File: src/rtl/craps_pkg.sv
// rtl/craps_pkg.sv - state encoding and sum/die helper functions for the craps session controller
package craps_pkg;

    localparam int STATE_W = 4;

    localparam logic [3:0] IDLE      = 4'd0;
    localparam logic [3:0] CO_ROLL   = 4'd1;
    localparam logic [3:0] CO_EVAL   = 4'd2;
    localparam logic [3:0] PT_WAIT   = 4'd3;
    localparam logic [3:0] PT_ROLL   = 4'd4;
    localparam logic [3:0] PT_EVAL   = 4'd5;
    localparam logic [3:0] WIN_HOLD  = 4'd6;
    localparam logic [3:0] WIN       = 4'd7;
    localparam logic [3:0] LOSE_HOLD = 4'd8;
    localparam logic [3:0] LOSE      = 4'd9;
    localparam logic [3:0] BROKE     = 4'd10;

    typedef enum logic [3:0] {
        ST_IDLE      = IDLE,
        ST_CO_ROLL   = CO_ROLL,
        ST_CO_EVAL   = CO_EVAL,
        ST_PT_WAIT   = PT_WAIT,
        ST_PT_ROLL   = PT_ROLL,
        ST_PT_EVAL   = PT_EVAL,
        ST_WIN_HOLD  = WIN_HOLD,
        ST_WIN       = WIN,
        ST_LOSE_HOLD = LOSE_HOLD,
        ST_LOSE      = LOSE,
        ST_BROKE     = BROKE
    } state_t;

    function automatic int nat_sum(input int sides);
        return sides + 1;
    endfunction

    function automatic int yo_sum(input int sides);
        return 2 * sides - 1;
    endfunction

    function automatic logic is_craps(input int sum, input int sides);
        return (sum == 2) || (sum == 3) || (sum == 2 * sides);
    endfunction

    function automatic logic die_valid(input int d, input int sides);
        return (d >= 1) && (d <= sides);
    endfunction

endpackage

File: src/rtl/craps_outcome.sv
// rtl/craps_outcome.sv - combinational roll classifier shared by the come-out and point evaluations
import craps_pkg::*;

module craps_outcome #(
    parameter int SIDES = 6,
    parameter int SUM_W = $clog2(2 * SIDES + 1)
) (
    input  logic [SUM_W-1:0] sum,
    input  logic [SUM_W-1:0] point,
    input  logic             phase,
    output logic             win_hit,
    output logic             lose_hit,
    output logic             set_point
);

    // phase 0 = come-out roll, phase 1 = trying to make the point
    always_comb begin
        win_hit   = 1'b0;
        lose_hit  = 1'b0;
        set_point = 1'b0;
        if (!phase) begin
            if ((int'(sum) == nat_sum(SIDES)) || (int'(sum) == yo_sum(SIDES))) begin
                win_hit = 1'b1;
            end else if (is_craps(int'(sum), SIDES)) begin
                lose_hit = 1'b1;
            end else begin
                set_point = 1'b1;
            end
        end else begin
            if (sum == point) begin
                win_hit = 1'b1;
            end else if (int'(sum) == nat_sum(SIDES)) begin
                lose_hit = 1'b1;
            end
        end
    end

endmodule

File: src/rtl/craps_session.sv
// rtl/craps_session.sv - multi-game craps controller with bankroll and statistics
import craps_pkg::*;

module craps_session #(
    parameter int SIDES        = 6,
    parameter int CREDITS_INIT = 10,
    parameter int BET          = 1,
    parameter int CRED_W       = 8,
    parameter int CNT_W        = 8,
    localparam int DIE_W       = $clog2(SIDES + 1),
    localparam int SUM_W       = $clog2(2 * SIDES + 1)
) (
    input  logic              CLK10KHZ,
    input  logic              reset,
    input  logic              btn,
    input  logic [DIE_W-1:0]  die1,
    input  logic [DIE_W-1:0]  die2,
    output logic [3:0]        state,
    output logic [SUM_W-1:0]  sum_q,
    output logic [SUM_W-1:0]  point,
    output logic              point_valid,
    output logic              play,
    output logic              win,
    output logic              lose,
    output logic              broke,
    output logic              roll_err,
    output logic [CRED_W-1:0] credits,
    output logic [CNT_W-1:0]  games,
    output logic [CNT_W-1:0]  wins,
    output logic [CNT_W-1:0]  losses,
    output logic [CNT_W-1:0]  rolls
);

    localparam logic [CRED_W-1:0] CRED_MAX = '1;
    localparam logic [CRED_W:0]   BET_X    = (CRED_W + 1)'(BET);

    state_t             state_q;
    state_t             state_d;
    logic               btn_q;
    logic               roll_ok;
    logic [SUM_W-1:0]   roll_sum;
    logic               can_bet;
    logic               btn_rise;
    logic               win_hit;
    logic               lose_hit;
    logic               set_point;
    logic               take_roll;
    logic               bad_roll;
    logic               set_pt;
    logic               book_win;
    logic               book_lose;
    logic               enter_idle;
    logic [CRED_W:0]    cred_up;
    logic [CRED_W-1:0]  cred_win;
    logic [CRED_W-1:0]  cred_lose;

    function automatic logic [CNT_W-1:0] sat_inc(input logic [CNT_W-1:0] v);
        return (&v) ? v : v + CNT_W'(1);
    endfunction

    assign roll_ok  = die_valid(int'(die1), SIDES) && die_valid(int'(die2), SIDES);
    assign roll_sum = SUM_W'(die1) + SUM_W'(die2);
    assign can_bet  = ({1'b0, credits} >= BET_X);
    assign btn_rise = btn & ~btn_q;

    // the win path clamps at full scale; the loss path cannot underflow because IDLE refuses to start a game
    assign cred_up   = {1'b0, credits} + BET_X;
    assign cred_win  = (cred_up > {1'b0, CRED_MAX}) ? CRED_MAX : cred_up[CRED_W-1:0];
    assign cred_lose = credits - CRED_W'(BET);

    craps_outcome #(
        .SIDES (SIDES),
        .SUM_W (SUM_W)
    ) u_outcome (
        .sum       (sum_q),
        .point     (point),
        .phase     (state_q == ST_PT_EVAL),
        .win_hit   (win_hit),
        .lose_hit  (lose_hit),
        .set_point (set_point)
    );

    always_ff @(posedge CLK10KHZ or posedge reset) begin
        if (reset) begin
            state_q <= ST_IDLE;
            btn_q   <= 1'b0;
        end else begin
            state_q <= state_d;
            btn_q   <= btn;
        end
    end

    always_comb begin
        state_d   = state_q;
        take_roll = 1'b0;
        bad_roll  = 1'b0;
        set_pt    = 1'b0;
        book_win  = 1'b0;
        book_lose = 1'b0;
        case (state_q)
            ST_IDLE: begin
                if (!can_bet) begin
                    state_d = ST_BROKE;
                end else if (btn) begin
                    state_d = ST_CO_ROLL;
                end
            end
            ST_CO_ROLL: begin
                if (!btn) begin
                    if (roll_ok) begin
                        take_roll = 1'b1;
                        state_d   = ST_CO_EVAL;
                    end else begin
                        bad_roll = 1'b1;
                        state_d  = ST_IDLE;
                    end
                end
            end
            ST_CO_EVAL: begin
                if (win_hit) begin
                    book_win = 1'b1;
                    state_d  = ST_WIN_HOLD;
                end else if (lose_hit) begin
                    book_lose = 1'b1;
                    state_d   = ST_LOSE_HOLD;
                end else begin
                    set_pt  = set_point;
                    state_d = ST_PT_WAIT;
                end
            end
            ST_PT_WAIT: begin
                if (btn) begin
                    state_d = ST_PT_ROLL;
                end
            end
            ST_PT_ROLL: begin
                if (!btn) begin
                    if (roll_ok) begin
                        take_roll = 1'b1;
                        state_d   = ST_PT_EVAL;
                    end else begin
                        bad_roll = 1'b1;
                        state_d  = ST_PT_WAIT;
                    end
                end
            end
            ST_PT_EVAL: begin
                if (win_hit) begin
                    book_win = 1'b1;
                    state_d  = ST_WIN_HOLD;
                end else if (lose_hit) begin
                    book_lose = 1'b1;
                    state_d   = ST_LOSE_HOLD;
                end else begin
                    state_d = ST_PT_WAIT;
                end
            end
            ST_WIN_HOLD: begin
                if (btn) begin
                    state_d = ST_WIN;
                end
            end
            ST_LOSE_HOLD: begin
                if (btn) begin
                    state_d = ST_LOSE;
                end
            end
            // a fresh press is needed here so the press that left HOLD cannot fall straight through
            ST_WIN, ST_LOSE: begin
                if (btn_rise) begin
                    state_d = ST_IDLE;
                end
            end
            ST_BROKE: begin
                state_d = ST_BROKE;
            end
            default: begin
                state_d = ST_IDLE;
            end
        endcase
    end

    assign enter_idle = (state_d == ST_IDLE) && (state_q != ST_IDLE);

    always_ff @(posedge CLK10KHZ or posedge reset) begin
        if (reset) begin
            sum_q       <= '0;
            point       <= '0;
            point_valid <= 1'b0;
            roll_err    <= 1'b0;
            credits     <= CRED_W'(CREDITS_INIT);
            games       <= '0;
            wins        <= '0;
            losses      <= '0;
            rolls       <= '0;
        end else begin
            roll_err <= bad_roll;
            if (take_roll) begin
                sum_q <= roll_sum;
                rolls <= sat_inc(rolls);
            end
            if (set_pt) begin
                point       <= sum_q;
                point_valid <= 1'b1;
            end
            if (book_win || book_lose) begin
                games <= sat_inc(games);
            end
            if (book_win) begin
                wins    <= sat_inc(wins);
                credits <= cred_win;
            end
            if (book_lose) begin
                losses  <= sat_inc(losses);
                credits <= cred_lose;
            end
            if (enter_idle) begin
                point       <= '0;
                point_valid <= 1'b0;
                rolls       <= '0;
            end
        end
    end

    assign state = state_q;

    always_comb begin
        play  = 1'b0;
        win   = 1'b0;
        lose  = 1'b0;
        broke = 1'b0;
        case (state_q)
            ST_CO_ROLL, ST_CO_EVAL, ST_PT_WAIT, ST_PT_ROLL,
            ST_PT_EVAL, ST_WIN_HOLD, ST_LOSE_HOLD: play  = 1'b1;
            ST_WIN:                                win   = 1'b1;
            ST_LOSE:                               lose  = 1'b1;
            ST_BROKE:                              broke = 1'b1;
            default:                               play  = 1'b0;
        endcase
    end

endmodule
File: config.mk
export PLATFORM = sky130hd
export DESIGN_NAME = craps_session
export DESIGN_NICKNAME = d
export VERILOG_FILES = /design/src/rtl/craps_pkg.sv /design/src/rtl/craps_outcome.sv /design/src/rtl/craps_session.sv
export SDC_FILE = /design/constraint.sdc
export NUM_CORES = 1
export LEC_CHECK = 0
export BUFFER_PORTS_ARGS = -buffer_cell sky130_fd_sc_hd__buf_2
export CELL_PAD_IN_SITES_DETAIL_PLACEMENT = 0
export CELL_PAD_IN_SITES_GLOBAL_PLACEMENT = 2
export CORE_MARGIN = 2
export CORE_UTILIZATION = 34
export DETAILED_ROUTE_END_ITERATION = 10
export GPL_TIMING_DRIVEN = 0
export PLACE_DENSITY_LB_ADDON = 0.1
export SETUP_SLACK_MARGIN = 0.2
export SYNTH_ARGS = -nofsm -noshare
export SYNTH_HDL_FRONTEND = slang
export SYNTH_HIERARCHICAL = 1
export SYNTH_SLANG_ARGS = --single-unit
File: constraint.sdc
create_clock -name CLK10KHZ -period 3.8 [get_ports CLK10KHZ]
set_input_delay 0.38 -clock CLK10KHZ [delete_from_list [all_inputs] [get_ports CLK10KHZ]]
set_output_delay 0.38 -clock CLK10KHZ [all_outputs]
set_load 0.01 [all_outputs]
* Word-level counts from Yosys, hierarchy flattened
Index checks and enable logic that the tools add are counted.
** Storage, ports and cells
- Bits in registers :: 55
- Output and inout port bits :: 58
- Word-level logic and storage cells :: 124
** Operators by class
- Add/subtract/negate cells :: 7
- Order comparisons :: 6
- Equal/unequal tests :: 17
- Muxes and demuxes :: 52
- Bitwise operators :: 5
- Reduce and logical (&&, ||, !) cells :: 26
** Operators by type and width (count)
- $mux W4 :: 12
- $mux W8 :: 6
- $pmux W4 S9 :: 1
- $add A8 B1 Y8 const B :: 4
- $reduce_and A8 Y1 :: 4
- $mux W1 :: 31
- $eq A4 B3 Y1 const B :: 7
- $eq A4 B4 Y1 const B :: 5
- $add A8 B1 Y9 const B :: 1
- $gt A9 B8 Y1 const B :: 1
- $eq A4 B2 Y1 const B :: 2
- $ge A8 B1 Y1 const B :: 1
- $logic_not A4 Y1 :: 2
- $reduce_and A2 Y1 :: 4
- $sub A8 B1 Y8 const B :: 1
- $reduce_or A7 Y1 :: 1
- $ge A3 B1 Y1 const B :: 2
- $le A3 B3 Y1 const B :: 2
- $reduce_bool A2 Y1 :: 3
- $reduce_or A2 Y1 :: 3
- $add A3 B3 Y4 :: 1
- $eq A4 B1 Y1 const B :: 1
- $eq A4 B4 Y1 :: 1
- $logic_and A1 B1 Y1 :: 4
- 7 further kinds :: 13

* Logic depth before layout (Yosys ltp)
Gate-level depths: netlist of run 1.
- Depth after elaboration :: 13
- Mapped depth :: 14
- Mapped depth without buffers :: 10

* By module
The synthesis of run 1 kept the hierarchy.
** By module, submodules not included
- craps_session :: times used 1, cells each 338, area an instance 3263.1 µm², seq. area each 1378.8 µm²
- craps_outcome :: times used 1, cells each 17, area an instance 121.4 µm², seq. area each 0.0 µm²

* Worst setup path before layout of run 1
Ideal clock, no wire load.
- Path type :: reg2reg
- From :: register state_q[0], in the netlist state[0]
- To :: register credits[6]
- Arrival :: 2.661 ns
- Required time :: 3.717 ns
- Slack :: 1.057 ns
- Stages on the path, launching flop included :: 14
- Path buffers :: 3
- Period minus slack after synthesis :: 2.743 ns
- Cells stage by stage :: dfrtp_1 > buf_4 > or2b_1 > nor2_1 > nor3_1 > a21o_1 > clkbuf_1 > nand2b_1 > a211oi_2 > nor2_1 > a2bb2oi_2 > buf_6 > o221ai_1 > o22ai_1
** On the way
- Elaborated cells on any way between the ends :: 12
- Those cells by class :: 2 x eq/ne; 8 x mux; 2 x reduce/logical
** RTL lines
- from (decl) :: line craps_session.sv:37 : state_t state_q;
- from (signal assigned) :: line craps_session.sv:88 : state_q <= state_d;
- $eq A4 B3 Y1 (*) :: line craps_session.sv:77 : .phase (state_q == ST_PT_EVAL),
- $mux W1 (*) :: line craps_outcome.sv:21 : if (!phase) begin
- named net win_hit :: line craps_session.sv:44 : logic win_hit;
- $mux W1 (on tied branches) :: line craps_session.sv:120, craps_session.sv:148
- $mux W1
- $mux W8 or $reduce_bool A2 Y1 (tied branches)
- to (signal assigned) :: line craps_session.sv:191 : credits <= CRED_W'(CREDITS_INIT);
- to (signal assigned) :: line craps_session.sv:211 : credits <= cred_win;
- to (signal assigned) :: line craps_session.sv:215 : credits <= cred_lose;
- to (decl) :: line craps_session.sv:27 : output logic [CRED_W-1:0] credits,
The timed path passes the listed nets; every way through them passes the cells marked *.
A chain may end at the register's enable or synchronous reset.

* Worst setup path in the final report of run 1
- From :: register state_q[2], in the netlist state[2]
- To :: register credits[4]
The elaborated chain is that of the path after synthesis.

==> results of run 1 <==
cells in the final DEF (no fill, tap or decap), types with 2 or more instances in the layout:
master / netlist / layout
a211oi_1: 2 / 2
a21o_1: 3 / 3
a21oi_1: 30 / 29
a22oi_1: 2 / 2
a31oi_4: 2 / 2
and2_1: 3 / 3
and3_1: 10 / 10
and4_1: 2 / 2
buf_2: 6 / 72
bufinv_16: 0 / 2
clkbuf_1: 5 / 5
clkbuf_8: 0 / 5
dfrtp_1: 53 / 53
dfstp_2: 2 / 2
ha_1: 11 / 11
inv_1: 12 / 11
mux2_2: 6 / 6
mux2i_1: 8 / 8
nand2_1: 33 / 33
nand2b_1: 8 / 8
nand3_1: 11 / 11
nand3b_1: 3 / 3
nand4_1: 9 / 9
nand4b_1: 2 / 2
nor2_1: 24 / 23
nor2b_1: 3 / 3
nor3_1: 13 / 13
nor3b_1: 2 / 2
nor4_1: 6 / 6
o211ai_1: 3 / 3
o21ai_0: 8 / 8
o221ai_1: 4 / 4
o22ai_1: 2 / 2
o32ai_1: 3 / 3
or2b_1: 2 / 2
xnor2_1: 22 / 22
xor2_1: 15 / 15
final timing paths:
| check | slack, ns | to | from |
|---|---|---|---|
| setup / recovery | 0.53 | credits[4]$_DFFE_PP0P_ | state[2]$_DFF_PP0_ |
| hold / removal | 0.10 | losses[4]$_DFFE_PP0P_ | reset |
| setup reg to reg | 0.53 | credits[4]$_DFFE_PP0P_ | state[2]$_DFF_PP0_ |
| hold reg to reg | 0.49 | wins[4]$_DFFE_PP0P_ | wins[4]$_DFFE_PP0P_ |
| max in group asynchronous | 3.13 | sum_q[2]$_DFFE_PP0P_ | reset |
| min in group CLK10KHZ | 0.26 | btn_q$_DFF_PP0_ | btn |
power by group through the flow:
stage	registers, mW	clock network (mW)	logic [mW]
4_1_cts	0.586	0.503	0.0393
2_1_floorplan	0.597	0	0.0224
3_5_place_dp	0.597	0	0.0392
5_1_grt	0.586	0.525	0.0438
3_3_place_gp	0.597	0	0.0361
6_report	0.586	0.487	0.0376
per-stage QoR:
stage                     utilization [%]  hold WS [ns]
after floorplan                         -         0.411
after global placement               39.9         0.473
after detailed placement             40.1         0.474
after CTS                            41.5         0.119
after global routing                 41.8         0.152
final                                41.8         0.102
layer usage:
metal / global-route usage (%) / routed length (um) / vias to the layer above / part of all wire [%]
met2: 26.2 / 3950 / 51 / 46
met1: 22.5 / 4190 / 1387 / 49
li1: - / - / 1430 / -
met4: 3.67 / 38 / 0 / 0.44
met3: 3.21 / 392 / 2 / 4.6
met5: 0 / 0 / - / 0
flip-flops by register name, indices dropped and copies added (netlist names):
| register | flops |
|---|---|
| sum_q | 4 |
| state | 4 |
| losses | 8 |
| games | 8 |
| point_valid | 1 |
| credits | 8 |
| rolls | 8 |
| roll_err | 1 |
| btn_q | 1 |
| point | 4 |
| wins | 8 |
area by class of cell:
class                      instances  area [um^2]  share of cell area [%]
clock inverter                     3         71.3                    1.75
multi-input combinational        274         1910                    47.0
buffer                            14         71.3                    1.75
timing repair buffer              67          350                    8.62
sequential                        55         1380                    33.9
tap                              133          166                    4.09
clock buffer                       5         68.8                    1.69
inverter                          12         45.0                    1.11
critical path, cell delays in order, from the launching register on:
cell and delay [ns]:
dfrtp_1 0.50, buf_2 0.28, nand2b_1 0.16, nor2_2 0.25, a21o_1 0.14, clkbuf_1 0.35, nand2b_1 0.27, a211o_1 0.12
buf_2 0.25, nand2_1 0.11, a2bb2oi_2 0.15, buf_6 0.15, o311ai_0 0.30, o21ai_1 0.12
logic make-up after synthesis:
kind of cell	after synthesis	share of synthesized area [%]
mux	14	4.36
compound gates	71	14.5
simple gates	140	22.7
buf+inv	26	3.44
fa+ha+maj	12	4.66
flops	55	40.7
xor+xnor	37	9.57
repair_timing:
item,4_1_cts,5_1_grt
endpoints found under the hold margin,0,0
setup buffers,0,0
setup endpoints to repair,0,17
resized for setup,0,4
==> metrics.txt, run 1 <==
chip height 104 um; worst-margin pin slew 0.642 ns; most common cell in the synthesized netlist dfrtp_1; Crit. End Element register; Startpoint Class register; DR DRC count 0; Fin. Hold Viols 0; Mean Syn Cell Area 9.53 um^2; Setup WS post-layout 0.534 ns; relative slew slack 56.6%; Combinational Power Share 3.4%; Place WS 0.269 ns; share of cells above drive strength 1 24.7%; pin count of the biggest net entering global routing 31; clk buf depth 2; Max Cap Viol 0; skew final 0.0133 ns; sequential share of power 52.7%; Layout Nets 450; Syn Inst Count 355; Die W 104 um; Initial Utilization 34.8%; Cell Pwr Density 273 nW/um^2; final worst-path cycle share 85.9%; R2R cell count 13; Clock transition at path regs 0.12 ns; GR Overflow Total 0; post-synthesis sequential area ratio 40.7%; placed cell count 555; largest cells by area after synthesis dfrtp_1 39%, xnor2_1 5.7%, a21oi_1 4.4%; Synth top area share 39.2%; Routed WL 8560 um; total core area 9730 um^2; worst-path fanout max 10; vias in the first global route 2,773; initial antenna violation count 0; clock sinks 55; Total GRT Usage 16.2%; Ant. Diodes 0; Slew Limit Fails 0; Skew-Pair Late Insertion Delay 0.32 ns; I/O Pins 67; via/cell ratio 5.10; Rows 36; WL/cell 15.2 um; final setup fails 0; H-tree levels 2; critical path class reg2reg; Max IR drop VDD 156 uV; die area 10,800 um^2; fin cells 563; Worst EP required 4.00 ns; Sw Share 22.0%; TNS Setup 0 ns; Synth Net Count 376; Post-DRT Antenna Nets 0; min Tclk post-route 3.27 ns; Yosys reg bits 55; synth warn 6; Max Fclk 306 MHz; Clock Power Share 43.9%; GPL Wtd Cong 0.773; Unique masters post-synth 60; ys flop type dfrtp_1; first-pass GRT wire length 14,400 um; Layout area overhead 20.1%; cell taking the most area after synthesis dfrtp_1; asr flop ratio synth 100%; Tightest Hold Check Type in2async; total power draw 1.11 mW; total number of vias 2,870; hold_buf cts 0; placed cell area 3900 um^2; TritonCTS clock tree yes; Synth top cells by count 53 x dfrtp_1, 33 x nand2_1, 30 x a21oi_1, 24 x nor2_1, 22 x xnor2_1; Num CTS Buffers 5; Lkg Pwr 2.00 nW; NetSw 0.244 mW; number of synthesized flops with an enable pin 0; Detailed Routing Iterations Pass 1 4; RSZ-0062 raised after global routing false; cell area after synthesis 3380 um^2; 1st-iter DRT viols 142; crit path DAT 3.46 ns; status finished clean; IO buf count 66; Root Buffer clkbuf_8; internal power 0.866 mW; HPWL Detailed 6180 um; filler cell count 1,050; design area 4060 um^2
Power figures use the tool's default switching activity.
==> run 2, diff against run 1 <==
--- a/config.mk
+++ b/config.mk
@@ -9,10 +9,10 @@
 export CELL_PAD_IN_SITES_DETAIL_PLACEMENT = 0
 export CELL_PAD_IN_SITES_GLOBAL_PLACEMENT = 2
 export CORE_MARGIN = 2
-export CORE_UTILIZATION = 34
+export CORE_UTILIZATION = 31
 export DETAILED_ROUTE_END_ITERATION = 10
 export GPL_TIMING_DRIVEN = 0
-export PLACE_DENSITY_LB_ADDON = 0.1
+export PLACE_DENSITY = 0.75
 export SETUP_SLACK_MARGIN = 0.2
 export SYNTH_ARGS = -nofsm -noshare
 export SYNTH_HDL_FRONTEND = slang
==> constraint.sdc (replaced) <==
create_clock -name CLK10KHZ -period 2.7 [get_ports CLK10KHZ]
set_input_delay 0.27 -clock CLK10KHZ [delete_from_list [all_inputs] [get_ports CLK10KHZ]]
set_output_delay 0.27 -clock CLK10KHZ [all_outputs]
set_load 0.01 [all_outputs]
==> run 2 against run 1 <==
Non-clock buffer count is 27 higher; clock power is 23% higher; sequential power is 41% higher; routed wire length is 5.7% higher; largest power group unchanged.
==> metrics.txt, run 2 (synthesis gave the netlist of run 1 again) <==
status finished clean; chip height 108 um (+4.5%); IO buf count 66 (unchanged); Cell Pwr Density 326 nW/um^2 (+19%); via/cell ratio 5.10 (about the same); Fin. Hold Viols 0 (unchanged); clock sinks 55 (unchanged); final setup fails 0 (unchanged); Initial Utilization 31.5% (-3.3 points); crit path DAT 2.79 ns (-0.67 ns); Tightest Hold Check Type in2async; share of cells above drive strength 1 37.9% (+13 points); Layout area overhead 34.1%; DR DRC count 0 (unchanged); Die W 108 um (+4.5%); Root Buffer clkbuf_8; RSZ-0062 raised after global routing true; Max Cap Viol 0 (unchanged); first-pass GRT wire length 14,800 um (+3.1%); final worst-path cycle share 95.6% (+9.6 points); die area 11,800 um^2 (+9.3%); Startpoint Class register; grt met1 use 21.7% (-0.86 points); I/O Pins 67 (unchanged); Clock transition at path regs 0.11 ns (about the same); sequential share of power 55.8% (+3.1 points); Sw Share 22.4% (+0.36 points); internal power 1.15 mW (+32%); Num CTS Buffers 5 (unchanged); relative slew slack 58.6% (+2.0 points); Layout Nets 477 (+6.0%); commonest non-fill, non-tap cell in the layout buf_2; most frequent cells in the layout 69 x buf_2, 47 x dfrtp_1, 31 x nand2_1; Max Fclk 387 MHz (+27%); Clock Power Share 40.6% (-3.3 points); WL/cell 15.2 um (-0.31%); TritonCTS clock tree yes; Critical Path Slowest Stage Cell dfrtp_1; Max IR drop VDD 188 uV (+21%); cell family with most CP delay compound AO/OA/AOI/OAI gates; Slew Limit Fails 0 (unchanged); skew final 0.00473 ns (-0.00860 ns); Routed WL 9050 um (+5.7%); Crit. End Element register; HPWL Detailed 6250 um (+1.1%); total number of vias 3,046 (+6.1%); max incr delay on CP 0.37 ns (-0.13 ns); Combinational Power Share 3.6% (+0.2 points); H-tree levels 2 (unchanged); vias in the first global route 2,873 (+3.6%); pin count of the biggest net entering global routing 31 (unchanged); Detailed Routing Iterations Pass 1 4 (unchanged); hold slack 0.0114 ns (-0.0904 ns); Total GRT Usage 15.9% (-0.30 points); min Tclk post-route 2.58 ns (-0.685 ns); worst path bufs/invs 2 (-2); Post-DRT Antenna Nets 0 (unchanged); TNS Setup 0 ns (unchanged); GPL Wtd Cong 0.774 (+0.22%); GR Overflow Total 0 (unchanged); initial antenna violation count 0 (unchanged); Rows 38 (+5.6%); Ant. Diodes 0 (unchanged); Lkg Pwr 2.18 nW (+9.1%); total core area 10,700 um^2 (+10%); worst-path fanout max 4 (-6); Skew-Pair Late Insertion Delay 0.31 ns (about the same); M3 GR Usage 2.53% (-0.68 points); M2 GR Usage 25.9% (-0.22 points); NetSw 0.331 mW (+35%); worst-path cell chain buf_6 > or2b_1 > nor2_4 > nand4_1 > o32ai_4 > nor2_2 > a211o_4 > a31oi_4 > buf_4 > mux2_2; fin cells 597 (+6.0%); worst-margin pin slew 0.621 ns (-0.0209 ns); clk buf depth 2 (unchanged); placed cell count 562 (+1.3%); critical path class reg2reg; GR peak layer met2; 1st-iter DRT viols 176 (+24%); Worst EP required 2.91 ns (-1.09 ns)
[run 2: changes by cell type in the layout (fill, tap and decap cells not counted), moves of 6 or more]
cell	change
a21oi_2	+8
dfrtp_2	+6
a21oi_1	-9
dfrtp_1	-6
buf_6	+8
buf_4	+23
[run 2: per-layer routing]
layer / wire length, um / vias up
met5: 0 / -
li1: - / 1492
met4: 142 / 0
met1: 4160 / 1478
met2: 4350 / 63
met3: 399 / 13
[run 2: final timing paths]
check	from	depth (start not counted)	slack, ns	end
max	state[0]$_DFF_PP0_	10	0.12	games[1]$_DFFE_PP0P_
max reg2reg	state[0]$_DFF_PP0_	10	0.12	games[1]$_DFFE_PP0P_
min reg2reg	wins[4]$_DFFE_PP0P_	1	0.49	wins[4]$_DFFE_PP0P_
min	reset	2	0.01	point_valid$_DFFE_PP0P_
max in group asynchronous	reset	3	2.04	credits[3]$_DFFE_PP1P_
min in group CLK10KHZ	btn	1	0.15	btn_q$_DFF_PP0_
[run 2: cell type report]
| class | count | area (um^2) |
|---|---|---|
| Clock buffer | 6 | 82.6 |
| Inverter | 12 | 45.0 |
| Buffer | 14 | 108 |
| Clock inverter | 2 | 38.8 |
| Tap cell | 140 | 175 |
| Fill cell | 1114 | 6210 |
| Timing Repair Buffer | 94 | 568 |
| Multi-Input combinational cell | 274 | 2140 |
| Sequential cell | 55 | 1390 |
[run 2: repair_timing]
action,4_1_cts,5_1_grt
hold buffers,0,0
endpoints found under the hold margin,0,0
setup buffers,22,3
pin swaps,17,19
gates cloned,2,0
setup endpoints to repair,38,39
gates resized for setup,30,16
[run 2: power by group through the flow]
| stage | logic (mW) | clock network (mW) | registers (mW) |
|---|---|---|---|
| finish | 0.0534 | 0.601 | 0.824 |
| global route | 0.0626 | 0.659 | 0.825 |
| CTS | 0.0553 | 0.631 | 0.825 |
| detailed placement | 0.0547 | 0 | 0.840 |
| global placement | 0.0509 | 0 | 0.841 |
| floorplan | 0.0316 | 0 | 0.840 |
[run 2: stage by stage]
step	setup slack (ns)	util, %	power [mW]	area, um^2
3_3_place_gp	-0.463	37.3	0.891	4010
2_1_floorplan	0.0298	-	0.872	3500
5_1_grt	-0.0439	42.2	1.55	4540
4_1_cts	0.0825	41.4	1.51	4450
6_report	0.119	42.2	1.48	4540
3_5_place_dp	-0.459	37.5	0.895	4030
==> run 3, diff against run 2 <==
--- a/config.mk
+++ b/config.mk
@@ -9,10 +9,10 @@
 export CELL_PAD_IN_SITES_DETAIL_PLACEMENT = 0
 export CELL_PAD_IN_SITES_GLOBAL_PLACEMENT = 2
 export CORE_MARGIN = 2
-export CORE_UTILIZATION = 31
+export CORE_UTILIZATION = 34
 export DETAILED_ROUTE_END_ITERATION = 10
 export GPL_TIMING_DRIVEN = 0
-export PLACE_DENSITY = 0.75
+export PLACE_DENSITY = 0.78
 export SETUP_SLACK_MARGIN = 0.2
 export SYNTH_ARGS = -nofsm -noshare
 export SYNTH_HDL_FRONTEND = slang
==> constraint.sdc (replaced) <==
create_clock -name CLK10KHZ -period 2.5 [get_ports CLK10KHZ]
set_input_delay 0.25 -clock CLK10KHZ [delete_from_list [all_inputs] [get_ports CLK10KHZ]]
set_output_delay 0.25 -clock CLK10KHZ [all_outputs]
set_load 0.01 [all_outputs]
==> run 3 against run 2 <==
The flow now finishes with violations (negative setup slack); cell area increased by 3.4%; sequential cell count stayed put; non-clock buffer count increased by 10.
==> metrics.txt, run 3 (synthesis gave the netlist of run 1 again) <==
I/O Pins 67 (unchanged); RSZ-0062 raised after global routing true; Max Fclk 383 MHz (-1.3%); Clock transition at path regs 0.12 ns (about the same); critical path class reg2reg; WL/cell 15.5 um (+2.3%); Slew Limit Fails 0 (unchanged); Crit. End Element register; Tightest Hold Check Type in2async; max incr delay on CP 0.45 ns (+0.08 ns); Die W 104 um (-4.3%); Routed WL 9300 um (+2.8%); Startpoint Class register; filler cell count 963 (-14%); H-tree levels 2 (unchanged); most frequent cells in the layout 68 x buf_2, 46 x dfrtp_1, 29 x buf_4; Ant. Diodes 0 (unchanged); placed cell area 4030 um^2 (+0.12%); Fin. Hold Viols 0 (unchanged); TritonCTS clock tree yes; total power draw 1.52 mW (+2.6%); worst-margin pin slew 0.699 ns (+0.0779 ns); status finished with violations; Detailed Routing Iterations Pass 1 4 (unchanged); Worst EP required 2.70 ns (-0.21 ns); Num CTS Buffers 5 (unchanged); Max IR drop VDD 232 uV (+23%); via/cell ratio 5.08 (-0.53%); GPL Wtd Cong 0.799 (+3.2%); share of cells above drive strength 1 41.5% (+3.7 points); clk buf depth 2 (unchanged); worst-path cell chain nand2b_2 > nor2_4 > nand4_1 > o32ai_4 > nor2_2 > a211o_4 > a31oi_4 > and4_4 > nand3_2 > xnor2_1; GR Overflow Total 0 (unchanged); Critical Path Slowest Stage Cell dfrtp_2; Total GRT Usage 16.9% (+1.0 points); IO buf count 66 (unchanged); Skew-Pair Late Insertion Delay 0.31 ns (about the same); Setup WS post-layout -0.114 ns (-0.233 ns); cell family with most CP delay simple AND/OR/NAND/NOR gates; 1st-iter DRT viols 122 (-31%); Max Cap Viol 0 (unchanged); final setup fails 19 (+19); crit path DAT 2.82 ns (+0.03 ns); failing checks negative setup slack; worst-path fanout max 6 (+2); Layout Nets 487 (+2.1%); relative slew slack 53.3% (-5.3 points); design area 4690 um^2 (+3.4%); DR DRC count 0 (unchanged); placed cell count 555 (-1.2%); die area 10,800 um^2 (-8.5%); pin count of the biggest net entering global routing 32 (+3.2%); fin cells 600 (+0.50%); vias in the first global route 2,939 (+2.3%); Initial Utilization 34.8% (+3.3 points); initial antenna violation count 0 (unchanged); first-pass GRT wire length 15,100 um (+2.0%); total number of vias 3,045 (-0.033%); Lkg Pwr 2.27 nW (+4.2%); hold slack 0.0266 ns (+0.0152 ns); final worst-path cycle share 105% (+9.0 points); Post-DRT Antenna Nets 0 (unchanged); hold_buf cts 0 (unchanged); worst path bufs/invs 0 (-2); total core area 9730 um^2 (-9.5%); clock sinks 55 (unchanged); min Tclk post-route 2.61 ns (+0.0328 ns); commonest non-fill, non-tap cell in the layout buf_2; skew final 0.00833 ns (+0.00360 ns); Rows 36 (-5.3%); chip height 104 um (-4.3%); HPWL Detailed 6120 um (-2.2%); Root Buffer clkbuf_8; Layout area overhead 38.7%; Cell Pwr Density 323 nW/um^2 (-0.72%)
## run 3: cell count changes in the layout (fill, tap and decap cells not counted), moves of 2 or more
cell     previous run  this run
buf_8               0         2
nand3_2             0         2
buf_4              24        29
a21oi_1            20        18
nand3_1            11         8
nand2_4             2         4
buf_6               9        13
nand2_1            31        28
a21oi_2             9        11
## run 3: worst paths after layout
check                                         to                start  depth (start not counted)  slack, ns
setup / recovery            games[7]$_DFFE_PP0P_   state[3]$_DFF_PP0_                         10      -0.11
hold / removal             losses[4]$_DFFE_PP0P_                reset                          2       0.03
setup reg to reg            games[7]$_DFFE_PP0P_   state[3]$_DFF_PP0_                         10      -0.11
hold reg to reg              wins[4]$_DFFE_PP0P_  wins[4]$_DFFE_PP0P_                          1       0.49
max in group asynchronous     state[2]$_DFF_PP0_                reset                          3       1.87
min in group CLK10KHZ            btn_q$_DFF_PP0_                  btn                          1       0.15
## run 3: cell type report
| type | count | area (um^2) | area share, % |
|---|---|---|---|
| plain buffers | 14 | 120 | 2.56 |
| clock buffers | 6 | 82.6 | 1.76 |
| clock inverters | 2 | 20.0 | 0.427 |
| inverters | 12 | 45.0 | 0.960 |
| multi-input cells | 274 | 2200 | 46.8 |
| flip-flops and latches | 55 | 1390 | 29.6 |
| well taps | 133 | 166 | 3.55 |
| repair buffers | 104 | 676 | 14.4 |
## run 3: stage by stage
| stage | worst slack (ns) | setup TNS, ns | util (%) |
|---|---|---|---|
| 2_1_floorplan | -0.170 | -1.09 | - |
| 3_3_place_gp | -0.624 | -16.54 | 41.2 |
| 3_5_place_dp | -0.617 | -16.47 | 41.4 |
| 4_1_cts | -0.0699 | -1.21 | 46.1 |
| 5_1_grt | -0.240 | -5.87 | 48.2 |
| 6_report | -0.114 | -0.858 | 48.2 |
## run 3: metal layers
metal  part of all wire (%)  GRT usage, %  wire, um  vias up
met5                      0             0         0        -
met4                   0.82          3.67        76        0
met3                    4.1          2.96       386        6
met2                     46          27.2      4310       59
met1                     49          24.0      4530     1475
li1                       -             -         -     1505
## run 3: power breakdown
group	switching (mW)	internal, mW	leakage, nW	total (mW)
Sequential	0.000476	0.890	0.740	0.891
Combinational	0.0390	0.0195	1.48	0.0585
Clock	0.334	0.235	0.0533	0.569
Total	0.373	1.14	2.27	1.52
## run 3: repair_timing
| item | CTS | global route |
|---|---|---|
| endpoints found under the hold margin | 0 | 0 |
| resized for setup | 34 | 31 |
| cloned | 2 | 1 |
| pin swaps | 22 | 18 |
| setup buffers | 26 | 8 |
| endpoints found under the setup margin | 45 | 43 |
